$ cat src/rtl/muldiv_seq_unit.sv
// ---------------------------------------------------------------------------
// muldiv_seq_unit
//   Multi-cycle M-extension multiply/divide engine that sits beside the
//   combinational ALU. Multiplication is a shift-add over operand magnitudes.
//   Division is a restoring divide over operand magnitudes. Signs are applied
//   in a single FIXUP cycle. Divide-by-zero and signed overflow take a
//   one-cycle fast path that skips the iterative datapath.
//
// Ports
//   clk       rising-edge clock
//   rst       asynchronous active-high reset
//   start_i   request; taken only when idle/done and alufn_i[4]=1
//   alufn_i   5-bit op code: 10000 MUL .. 10111 REMU
//   op_a_i    rs1 (multiplicand / dividend)
//   op_b_i    rs2 (multiplier / divisor)
//   flush_i   abort any in-flight op; beats a same-cycle start
//   busy_o    high while an accepted op is being computed
//   valid_o   one-cycle pulse marking result_o as fresh
//   result_o  last result; held until the next valid_o
// ---------------------------------------------------------------------------
module muldiv_seq_unit #(
    parameter int XLEN   = 32,
    parameter int UNROLL = 1
) (
    input  logic            clk,
    input  logic            rst,
    input  logic            start_i,
    input  logic [4:0]      alufn_i,
    input  logic [XLEN-1:0] op_a_i,
    input  logic [XLEN-1:0] op_b_i,
    input  logic            flush_i,
    output logic            busy_o,
    output logic            valid_o,
    output logic [XLEN-1:0] result_o
);

    localparam int STEPS = XLEN / UNROLL;
    localparam int CW    = $clog2(STEPS + 1);
    localparam logic [XLEN-1:0] MIN_INT = {1'b1, {(XLEN-1){1'b0}}};

    typedef enum logic [1:0] {
        S_IDLE  = 2'd0,
        S_CALC  = 2'd1,
        S_FIXUP = 2'd2,
        S_DONE  = 2'd3
    } state_t;

    state_t            state_q, state_d;
    logic [2:0]        op_q, op_d;
    logic              sign_a_q, sign_a_d;
    logic              sign_b_q, sign_b_d;
    logic [XLEN-1:0]   opnd_q, opnd_d;
    logic [2*XLEN-1:0] acc_q, acc_d;
    logic [CW-1:0]     cnt_q, cnt_d;
    logic              busy_q, busy_d;
    logic              valid_q, valid_d;
    logic [XLEN-1:0]   result_q, result_d;

    // Bit 3 of the op code carries no meaning inside this unit.
    logic unused_alufn;
    assign unused_alufn = alufn_i[3];

    // ---------------- accept-cycle operand conditioning --------------------
    logic            accept;
    logic            in_a_signed, in_b_signed;
    logic            in_sign_a, in_sign_b;
    logic [XLEN-1:0] in_mag_a, in_mag_b;
    logic            in_div_zero, in_ovf;

    assign accept      = start_i && alufn_i[4] &&
                         (state_q == S_IDLE || state_q == S_DONE);
    // mul family: MUL/MULH/MULHSU sign a, MUL/MULH sign b.
    // div family: the even codes (DIV/REM) are signed in both operands.
    assign in_a_signed = alufn_i[2] ? !alufn_i[0] : (alufn_i[1:0] != 2'b11);
    assign in_b_signed = alufn_i[2] ? !alufn_i[0] : !alufn_i[1];
    assign in_sign_a   = in_a_signed & op_a_i[XLEN-1];
    assign in_sign_b   = in_b_signed & op_b_i[XLEN-1];
    // -MIN_INT wraps to MIN_INT, which is the right magnitude read unsigned.
    assign in_mag_a    = in_sign_a ? -op_a_i : op_a_i;
    assign in_mag_b    = in_sign_b ? -op_b_i : op_b_i;
    assign in_div_zero = (op_b_i == '0);
    assign in_ovf      = !alufn_i[0] && (op_a_i == MIN_INT) && (op_b_i == '1);

    // ---------------- iterative datapath ----------------------------------
    // acc holds {hi, lo}. mul: hi = partial product, lo = remaining multiplier
    // bits. div: hi = partial remainder, lo = dividend bits shifting out on the
    // left while quotient bits shift in on the right.
    function automatic logic [2*XLEN-1:0] calc_step(
        input logic [2*XLEN-1:0] acc,
        input logic [XLEN-1:0]   opnd,
        input logic              is_div
    );
        logic [XLEN-1:0] hi, lo, diff;
        logic [XLEN:0]   sum, shifted;
        logic            ge;
        hi      = acc[2*XLEN-1:XLEN];
        lo      = acc[XLEN-1:0];
        sum     = {1'b0, hi} + ({1'b0, opnd} & {(XLEN+1){lo[0]}});
        shifted = {hi, lo[XLEN-1]};
        ge      = (shifted >= {1'b0, opnd});
        // When ge is set the difference is below opnd, so XLEN bits suffice.
        diff    = shifted[XLEN-1:0] - opnd;
        if (is_div)
            calc_step = {(ge ? diff : shifted[XLEN-1:0]), lo[XLEN-2:0], ge};
        else
            calc_step = {sum, lo[XLEN-1:1]};
    endfunction

    logic [2*XLEN-1:0] step_acc;
    always_comb begin
        step_acc = acc_q;
        for (int i = 0; i < UNROLL; i++)
            step_acc = calc_step(step_acc, opnd_q, op_q[2]);
    end

    // ---------------- sign fixup and result select ------------------------
    logic [2*XLEN-1:0] prod_fix;
    logic [XLEN-1:0]   quo_fix, rem_fix, fix_result;

    assign prod_fix = (sign_a_q ^ sign_b_q) ? -acc_q : acc_q;
    assign quo_fix  = (sign_a_q ^ sign_b_q) ? -acc_q[XLEN-1:0] : acc_q[XLEN-1:0];
    assign rem_fix  = sign_a_q ? -acc_q[2*XLEN-1:XLEN] : acc_q[2*XLEN-1:XLEN];

    always_comb begin
        if (op_q[2])
            fix_result = op_q[1] ? rem_fix : quo_fix;
        else if (op_q[1:0] == 2'b00)
            fix_result = prod_fix[XLEN-1:0];
        else
            fix_result = prod_fix[2*XLEN-1:XLEN];
    end

    // ---------------- next-state logic -------------------------------------
    always_comb begin
        state_d  = state_q;
        op_d     = op_q;
        sign_a_d = sign_a_q;
        sign_b_d = sign_b_q;
        opnd_d   = opnd_q;
        acc_d    = acc_q;
        cnt_d    = cnt_q;
        busy_d   = busy_q;
        valid_d  = 1'b0;
        result_d = result_q;

        case (state_q)
            S_IDLE, S_DONE: begin
                state_d = S_IDLE;
                busy_d  = 1'b0;
                if (accept) begin
                    op_d     = alufn_i[2:0];
                    sign_a_d = in_sign_a;
                    sign_b_d = in_sign_b;
                    if (alufn_i[2] && (in_div_zero || in_ovf)) begin
                        state_d = S_DONE;
                        valid_d = 1'b1;
                        if (in_div_zero)
                            result_d = alufn_i[1] ? op_a_i : '1;
                        else
                            result_d = alufn_i[1] ? '0 : op_a_i;
                    end else begin
                        state_d = S_CALC;
                        busy_d  = 1'b1;
                        cnt_d   = '0;
                        opnd_d  = alufn_i[2] ? in_mag_b : in_mag_a;
                        acc_d   = {{XLEN{1'b0}}, (alufn_i[2] ? in_mag_a : in_mag_b)};
                    end
                end
            end
            S_CALC: begin
                acc_d = step_acc;
                cnt_d = cnt_q + CW'(1);
                if (cnt_q == CW'(STEPS - 1))
                    state_d = S_FIXUP;
            end
            S_FIXUP: begin
                result_d = fix_result;
                valid_d  = 1'b1;
                busy_d   = 1'b0;
                state_d  = S_DONE;
            end
            default: state_d = S_IDLE;
        endcase

        if (flush_i) begin
            state_d  = S_IDLE;
            busy_d   = 1'b0;
            valid_d  = 1'b0;
            result_d = result_q;
        end
    end

    // ---------------- state registers --------------------------------------
    always_ff @(posedge clk or posedge rst) begin
        if (rst) begin
            state_q  <= S_IDLE;
            op_q     <= '0;
            sign_a_q <= 1'b0;
            sign_b_q <= 1'b0;
            opnd_q   <= '0;
            acc_q    <= '0;
            cnt_q    <= '0;
            busy_q   <= 1'b0;
            valid_q  <= 1'b0;
            result_q <= '0;
        end else begin
            state_q  <= state_d;
            op_q     <= op_d;
            sign_a_q <= sign_a_d;
            sign_b_q <= sign_b_d;
            opnd_q   <= opnd_d;
            acc_q    <= acc_d;
            cnt_q    <= cnt_d;
            busy_q   <= busy_d;
            valid_q  <= valid_d;
            result_q <= result_d;
        end
    end

    assign busy_o   = busy_q;
    assign valid_o  = valid_q;
    assign result_o = result_q;

endmodule
$ cat config.mk
export PLATFORM = sky130hd
export DESIGN_NAME = muldiv_seq_unit
export DESIGN_NICKNAME = d
export VERILOG_FILES = /design/src/rtl/muldiv_seq_unit.sv
export SDC_FILE = /design/constraint.sdc
export NUM_CORES = 1
export LEC_CHECK = 0
export ABC_AREA = 1
export CAP_MARGIN = 30
export CORE_AREA = 4 4 266 268
export DETAILED_ROUTE_END_ITERATION = 12
export DIE_AREA = 0 0 270 272
export DONT_BUFFER_PORTS = 1
export PLACE_DENSITY = 0.52
export SYNTH_ARGS = -nofsm -noshare
export SYNTH_HDL_FRONTEND = slang
export SYNTH_SLANG_ARGS = --single-unit
$ cat constraint.sdc
create_clock -name clk -period 5.8 [get_ports clk]
set_input_delay 0.87 -clock clk [delete_from_list [all_inputs] [get_ports clk]]
set_output_delay 0.87 -clock clk [all_outputs]
set_load 0.05 [all_outputs]
==> results of run 1 <==
==> report_power, final <==
group	switching, mW	internal [mW]	total, mW
logic	2.86	1.15	4.01
clock network	0.504	0.704	1.21
registers	0.781	1.26	2.05
==> critical path, delay by kind of cell, from the launching register on <==
| kind | cells | cell delay (ns) |
|---|---|---|
| adder cells (fa/ha/maj) | 1 | 0.28 |
| AND/OR/NAND/NOR | 9 | 1.17 |
| flip-flops | 1 | 0.46 |
| buffers and inverters | 3 | 0.56 |
| AO/OA/AOI/OAI | 3 | 1.30 |
==> cell usage in the layout, fill, tap and decap left out, types with 12 or more instances in the layout <==
cell,count
dfrtp_1,142
buf_4,25
nand4_1,67
o211ai_1,42
nor2_1,436
a31oi_1,16
nand3b_1,12
nor3_1,25
inv_1,383
nand2_1,1174
xnor2_1,19
ha_1,72
a21oi_1,175
nand3_1,377
inv_2,18
o21ai_0,221
clkbuf_16,17
o21ai_1,24
xor2_1,58
==> routing by layer <==
| layer | up-vias | GRT usage, % | part of all wire (%) | wire length (microns) |
|---|---|---|---|---|
| met1 | 10600 | 31.8 | 42 | 38300 |
| met5 | - | 0 | 0.0077 | 7 |
| met2 | 1083 | 37.7 | 44 | 39800 |
| li1 | 11000 | - | - | - |
| met3 | 177 | 4.45 | 8.9 | 8030 |
| met4 | 2 | 10.5 | 5.0 | 4550 |
==> area by class of cell <==
class	instances	area, sq um	area share (%)
multi-input cells	2795	13300	65.4
flip-flops and latches	143	3580	17.6
inverters	404	1520	7.50
well taps	882	1100	5.44
clock buffers	21	460	2.27
repair buffers	26	208	1.02
clock inverters	11	154	0.758
diodes	1	2.50	0.0123
==> final timing paths <==
path | start | to
min in group clk | alufn_i[2] | op_q[2]
max | acc_q[0] | acc_q[46]
max reg2reg | acc_q[0] | acc_q[46]
min reg2reg | cnt_q[0] | cnt_q[0]
min | rst | result_o[15]
max in group asynchronous | rst | acc_q[46]
==> sequential cells by signal, summed over array words and instances (netlist names), 2 cells and up <==
signal    flops
result_o     32
state_q       2
opnd_q       32
acc_q        64
cnt_q         6
op_q          3
==> logic make-up after synthesis <==
| kind of cell | share of synthesized area (%) |
|---|---|
| AOI/OAI and AO/OA | 14.2 |
| muxes | 0.0528 |
| DFF | 18.9 |
| and+or+nand+nor | 47.1 |
| adders and majority gates | 4.96 |
| buffers and inverters | 11.3 |
| xor gates and xnor gates | 3.55 |
==> metrics, run 1 <==
outcome=complete, no violations; Setup WS post-layout=a little under 2 ns; CP Cell Sequence=buf_4, nand2_1, inv_1, ha_1, a21oi_1, o21ai_0, nand2_1, nand2_1, inv_1, o21ai_0, or2_2, nand2_1, nand2_1, nor2_1, nand2_1, nand2_1; Slew HR=26.2%; Cell Area, Synth=19000 sq um; final cell count without fillers=4283; post-route ant nets=0; post-detailed-route wirelength per cell=21.2 microns; Hold Slack=~0.27 ns; Worst setup EP type=register; Hold-fix buffers, CTS=0; grt ovf=0; worst-path fanout max=30; Yosys reg bits=approximately 140; fill cell count=7852; total CTS buffers=17; syn avg cell area=5.47 sq um; vias per inst=5.34; Leak Pwr=10.2 nW; CP max-delay cell=o21ai_0; Reg2Reg Depth=16; Tcrit/Tclk final=66.1%; Syn Nets=roughly 3600; kind of critical path=reg2reg; GRT Util Overall=23.9%; ys async rst share=100%; RSZ-0062 raised after global routing=no; IO Pins=107; Synth area leaders=nand2_1 23%, dfrtp_1 19%, nand3_1 9.9%; Synth area leader=nand2_1; clock buffer depth=2; CORE AREA=68300 sq um; root buffer cell=clkbuf_16; startpoint type of the worst setup path=register; TritonRoute pass-1 iters=6; PwrDens=358 nW/um^2; Iter 0 DRT Violations=2697; Worst Tran Pin Value=1.10 ns; Setup TNS Final=0 ns; most common cell in the netlist=nand2_1; Post-synth top cells=1174 x nand2_1, 438 x nor2_1, 386 x inv_1, 377 x nand3_1, 221 x o21ai_0; Post-CTS Setup Repair Bufs=0; first-pass GRT wire length=133000 microns; Residual DRC=0; placed cell count=4250; Hold Crit Class=in2async; Hold Vio Cnt, Final=0; placed cell area=19700 sq um; area delta synth->final=6.97%; DIE AREA=73400 sq um; Yosys cell types=43; CP Data Required Time=6.20 ns; antenna violations before repair=3; htree depth=4; Tmin final=3.83 ns; Crit path largest cell delay=0.58 ns; cts repair resizes=0; Finished Cell Area=20300 sq um; ys flop type=dfrtp_1; final core occ=29.7%; Yosys warning total=0; count of flip-flops with a built-in enable after synthesis=0; Final nets=around 3500; Layout Skew=0.0125 ns; global placement routability congestion=around 1.1; Die X-Extent=270 microns; final slew viol count=0; Post-Route WL=90700 microns; Synth top area share=23.2%; Fmax=261 MHz; maximum vdd drop=0.199 mV; r2r setup slk=1.97 ns; Die Y=~270 microns; pin count of the biggest net entering global routing=75; Worst-path clk slew=0.06 ns; critical path arrival=4.23 ns; pre-CTS WS=1.86 ns; register area share after synthesis=about a fifth; Rows=96; starting density of the core=around 28%; layout cell share with drive strength beyond 1=3.32%; CTS tree=yes; Sink Count=approximately 140; hpwl dp=about 73000 microns; Vias=22900; most numerous cell on the critical path=nand2_1; total power=7.26 mW; Port-buffer cells=0; clock latency on the worst-skew pair=between 0.4 and 0.5 ns; max-cap viol count=0; synthesized instance count=3471; number of global-route vias before repair=20800; Setup-failing EPs final=0
No activity file was read; power rests on OpenSTA's default activity.
==> run 2: changes to the inputs <==
--- a/config.mk
+++ b/config.mk
@@ -5,11 +5,11 @@
 export SDC_FILE = /design/constraint.sdc
 export NUM_CORES = 1
 export LEC_CHECK = 0
-export ABC_AREA = 1
+export ABC_AREA = 0
 export CAP_MARGIN = 30
-export CORE_AREA = 4 4 266 268
+export CORE_AREA = 4 4 240 242
 export DETAILED_ROUTE_END_ITERATION = 12
-export DIE_AREA = 0 0 270 272
+export DIE_AREA = 0 0 244 246
 export DONT_BUFFER_PORTS = 1
 export PLACE_DENSITY = 0.52
 export SYNTH_ARGS = -nofsm -noshare
==> constraint.sdc (replaced) <==
create_clock -name clk -period 3.68 [get_ports clk]
set_input_delay 0.552 -clock clk [delete_from_list [all_inputs] [get_ports clk]]
set_output_delay 0.552 -clock clk [all_outputs]
set_load 0.05 [all_outputs]
==> metrics, run 2 <==
Setup TNS Final=0 ns (unchanged); Post-Route WL=65000 microns (was 90700 microns); global placement routability congestion=0.939 (was 1.07); number of global-route vias before repair=15400 (was 20800); Tmin final=3.52 ns (was 3.83 ns); TritonRoute pass-1 iters=6 (unchanged); critical path arrival=3.86 ns (was 4.23 ns); worst-path fanout max=7 (was 30); max-cap viol count=0 (unchanged); Yosys cell types=78 (was 43); post-route ant nets=0 (unchanged); Synth area leader=dfrtp_1 (was nand2_1); clock buffer depth=2 (unchanged); CORE AREA=55100 sq um (was 68300 sq um); Cell Area, Synth=15400 sq um (was 19000 sq um); Layout Skew=0.0124 ns (was 0.0125 ns); Worst-path clk slew=0.07 ns (was 0.06 ns); most common cell in the netlist=nor2_1 (was nand2_1); Hold Vio Cnt, Final=0 (unchanged); GRT Util Overall=21.0% (was 23.9%); fill cell count=6021 (was 7852); clock latency on the worst-skew pair=0.46 ns (was 0.47 ns); vias per inst=5.65 (was 5.34); Slew HR=37.8% (was 26.2%); Fmax=284 MHz (was 261 MHz); reg2reg end=acc_q[57] (was acc_q[46]); crit path buf inv count=3 (unchanged); maximum vdd drop=0.426 mV (was 0.199 mV); Hold Slack=0.140 ns (was 0.269 ns); PwrDens=876 nW/um^2 (was 358 nW/um^2); Die X-Extent=244 microns (was 270 microns); Worst Tran Pin Value=0.931 ns (was 1.10 ns); r2r setup slk=0.16 ns (was 1.97 ns); layout cell share with drive strength beyond 1=13.6% (was 3.32%); Finished Cell Area=18000 sq um (was 20300 sq um); Post-synth top cells=257 x nor2_1, 241 x a21oi_1, 219 x nand2_1, 160 x o21ai_0, 143 x dfrtp_1 (was 1174 x nand2_1, 438 x nor2_1, 386 x inv_1, 377 x nand3_1, 221 x o21ai_0); Residual DRC=0 (unchanged); Die Y=246 microns (was 272 microns); most common cell after layout, fill and taps aside=nor2_1 (was nand2_1); Leak Pwr=7.26 nW (was 10.2 nW); hpwl dp=51400 microns (was 72800 microns); Rows=86 (was 96); Iter 0 DRT Violations=1816 (was 2697); Synth area leaders=dfrtp_1 23%, a21oi_1 7.9%, nor2_1 6.3% (was nand2_1 23%, dfrtp_1 19%, nand3_1 9.9%); max reg flops=64 (unchanged); final core occ=32.6% (was 29.7%); outcome=complete, no violations (unchanged); Hold Crit Class=in2async (unchanged); root buffer cell=clkbuf_16 (unchanged); CTS tree=yes (unchanged); ys flop type=dfrtp_1 (unchanged); Setup-failing EPs final=0 (unchanged); CP Data Required Time=4.02 ns (was 6.20 ns); Reg2Reg Depth=14 (was 16); area delta synth->final=16.9% (was 6.97%); most numerous cell on the critical path=nor2_1 (was nand2_1); CP max-delay cell=dfrtp_2 (was o21ai_0); Syn Nets=2276 (was 3618); register area share after synthesis=23.3% (was 18.9%); Tcrit/Tclk final=95.5% (was 66.1%); final slew viol count=0 (unchanged); CP delay by family, top=compound AO/OA/AOI/OAI gates (unchanged); synthesized instance count=2129 (was 3471); Sink Count=143 (unchanged); first-pass GRT wire length=97200 microns (was 133000 microns); Yosys warning total=0 (unchanged); kind of critical path=reg2reg (unchanged); count of flip-flops with a built-in enable after synthesis=0 (unchanged); placed cell area=17200 sq um (was 19700 sq um); IO Pins=107 (unchanged); Port-buffer cells=0 (unchanged); post-detailed-route wirelength per cell=22.1 microns (was 21.2 microns); Hold-fix buffers, CTS=0 (unchanged); CP Cell Sequence=inv_4, buf_12, buf_4, nor2_1, ha_1, a2111oi_0, o21ai_0, a221oi_2, o221ai_2, a31oi_4, nor2_1, or4_1, a31oi_1, o31ai_1 (was buf_4, nand2_1, inv_1, ha_1, a21oi_1, o21ai_0, nand2_1, nand2_1, inv_1, o21ai_0, or2_2, nand2_1, nand2_1, nor2_1, nand2_1, nand2_1); Final nets=2330 (was 3534); pin count of the biggest net entering global routing=126 (was 75); Yosys reg bits=143 (unchanged); commonest cells after routing, fill and taps aside=256 x nor2_1, 237 x a21oi_1, 219 x nand2_1, 176 x buf_4, 159 x o21ai_0 (was 1174 x nand2_1, 436 x nor2_1, 383 x inv_1, 377 x nand3_1, 221 x o21ai_0); Worst setup EP type=register (unchanged); ys async rst share=100% (unchanged); Antenna diodes=0 (was 1); DIE AREA=60000 sq um (was 73400 sq um); Top reg by flops=acc_q (unchanged); htree depth=4 (unchanged); startpoint type of the worst setup path=register (unchanged); Synth top area share=23.3% (was 23.2%); antenna violations before repair=0 (was 3); total CTS buffers=17 (unchanged); grt ovf=0 (unchanged); Crit path largest cell delay=0.44 ns (was 0.58 ns); Vias=16600 (was 22900); syn avg cell area=7.21 sq um (was 5.47 sq um); starting density of the core=27.9% (was 27.8%); worst r2r src=acc_q[0] (unchanged)
-- run 2: changes by cell type in the layout (fill, tap and decap cells not counted), moves of 26 or more --
cell,before,now
nand4_1,67,16
buf_4,25,176
o21ai_0,221,159
inv_1,383,73
nor2_1,436,256
mux2_2,0,29
or3_1,0,26
xnor2_1,19,106
o31ai_1,0,33
nand2_1,1174,219
nand3_1,377,37
a211oi_1,0,52
a21oi_1,175,237
-- run 2: logic make-up (layout without fill, tap and decap cells) --
kind of cell	Yosys count	count (layout)	share of synthesized area (%)
AOI/OAI and AO/OA	731	731	29.3
xor gates and xnor gates	185	185	10.6
adders and majority gates	74	74	6.13
buffers and inverters	229	296	5.92
DFF	143	143	23.3
muxes	53	53	3.69
and+or+nand+nor	714	714	21.2
-- run 2: worst max path at each step --
| stage | startpoint | end | slack [ns] | cells past startpoint |
|---|---|---|---|---|
| CTS | acc_q[0] | acc_q[49] | 0.03 | 15 |
| finish | acc_q[0] | acc_q[57] | 0.16 | 14 |
| detailed placement | op_a_i[0] | result_o[30] | -0.25 | 13 |
| floorplan | acc_q[0] | acc_q[60] | 0.07 | 14 |
| global placement | op_a_i[0] | result_o[30] | -0.21 | 13 |
| global route | acc_q[0] | acc_q[60] | -0.0004 | 16 |
-- run 2: stage by stage --
step	worst slack [ns]	power [mW]	std cells
after floorplan	0.0699	10.1	2129
after global placement	-0.211	13.6	2906
final	0.164	15.7	2944
after CTS	0.0287	15.5	2938
after global routing	-0.000382	16.8	2944
after detailed placement	-0.246	13.6	2906
-- run 2: metal layers --
metal / routed length, microns / global-route usage (%) / share of wire, % / vias to the layer above
li1: - / - / - / 7785
met2: 28600 / 33.1 / 44 / 681
met4: 3120 / 8.93 / 4.8 / 0
met5: 0 / 0 / 0 / -
met1: 29000 / 28.9 / 45 / 8030
met3: 4210 / 2.71 / 6.5 / 133
-- run 2: area by class of cell --
type	instances	area (sq um)	area share (%)
inverter	76	292	1.62
timing repair buffer	188	1560	8.70
tap	748	936	5.21
sequential	143	3580	19.9
clock buffer	19	443	2.47
multi-input combinational	1757	11000	61.4
clock inverter	13	119	0.662
-- run 2: worst register-to-register path, stage by stage (launching register included) --
cell	delay, ns
dfrtp_2	0.44
inv_4	0.08
buf_12	0.11
buf_4	0.15
nor2_1	0.06
ha_1	0.29
a2111oi_0	0.43
o21ai_0	0.24
a221oi_2	0.33
o221ai_2	0.20
a31oi_4	0.27
nor2_1	0.08
or4_1	0.39
a31oi_1	0.21
o31ai_1	0.09
-- run 2: what timing repair did --
item / CTS / global route
resized for setup: 6 / 19
setup endpoints to repair: 7 / 16
setup buffers: 0 / 6
hold endpoints to repair: 0 / 0
pin swaps: 0 / 12
-- run 2: report_power, final --
group | total (mW) | switching (mW) | internal (mW) | leakage [nW]
Sequential | 3.50 | 1.34 | 2.16 | 1.80
Clock | 1.77 | 0.864 | 0.908 | 0.265
Combinational | 10.5 | 6.35 | 4.11 | 5.19
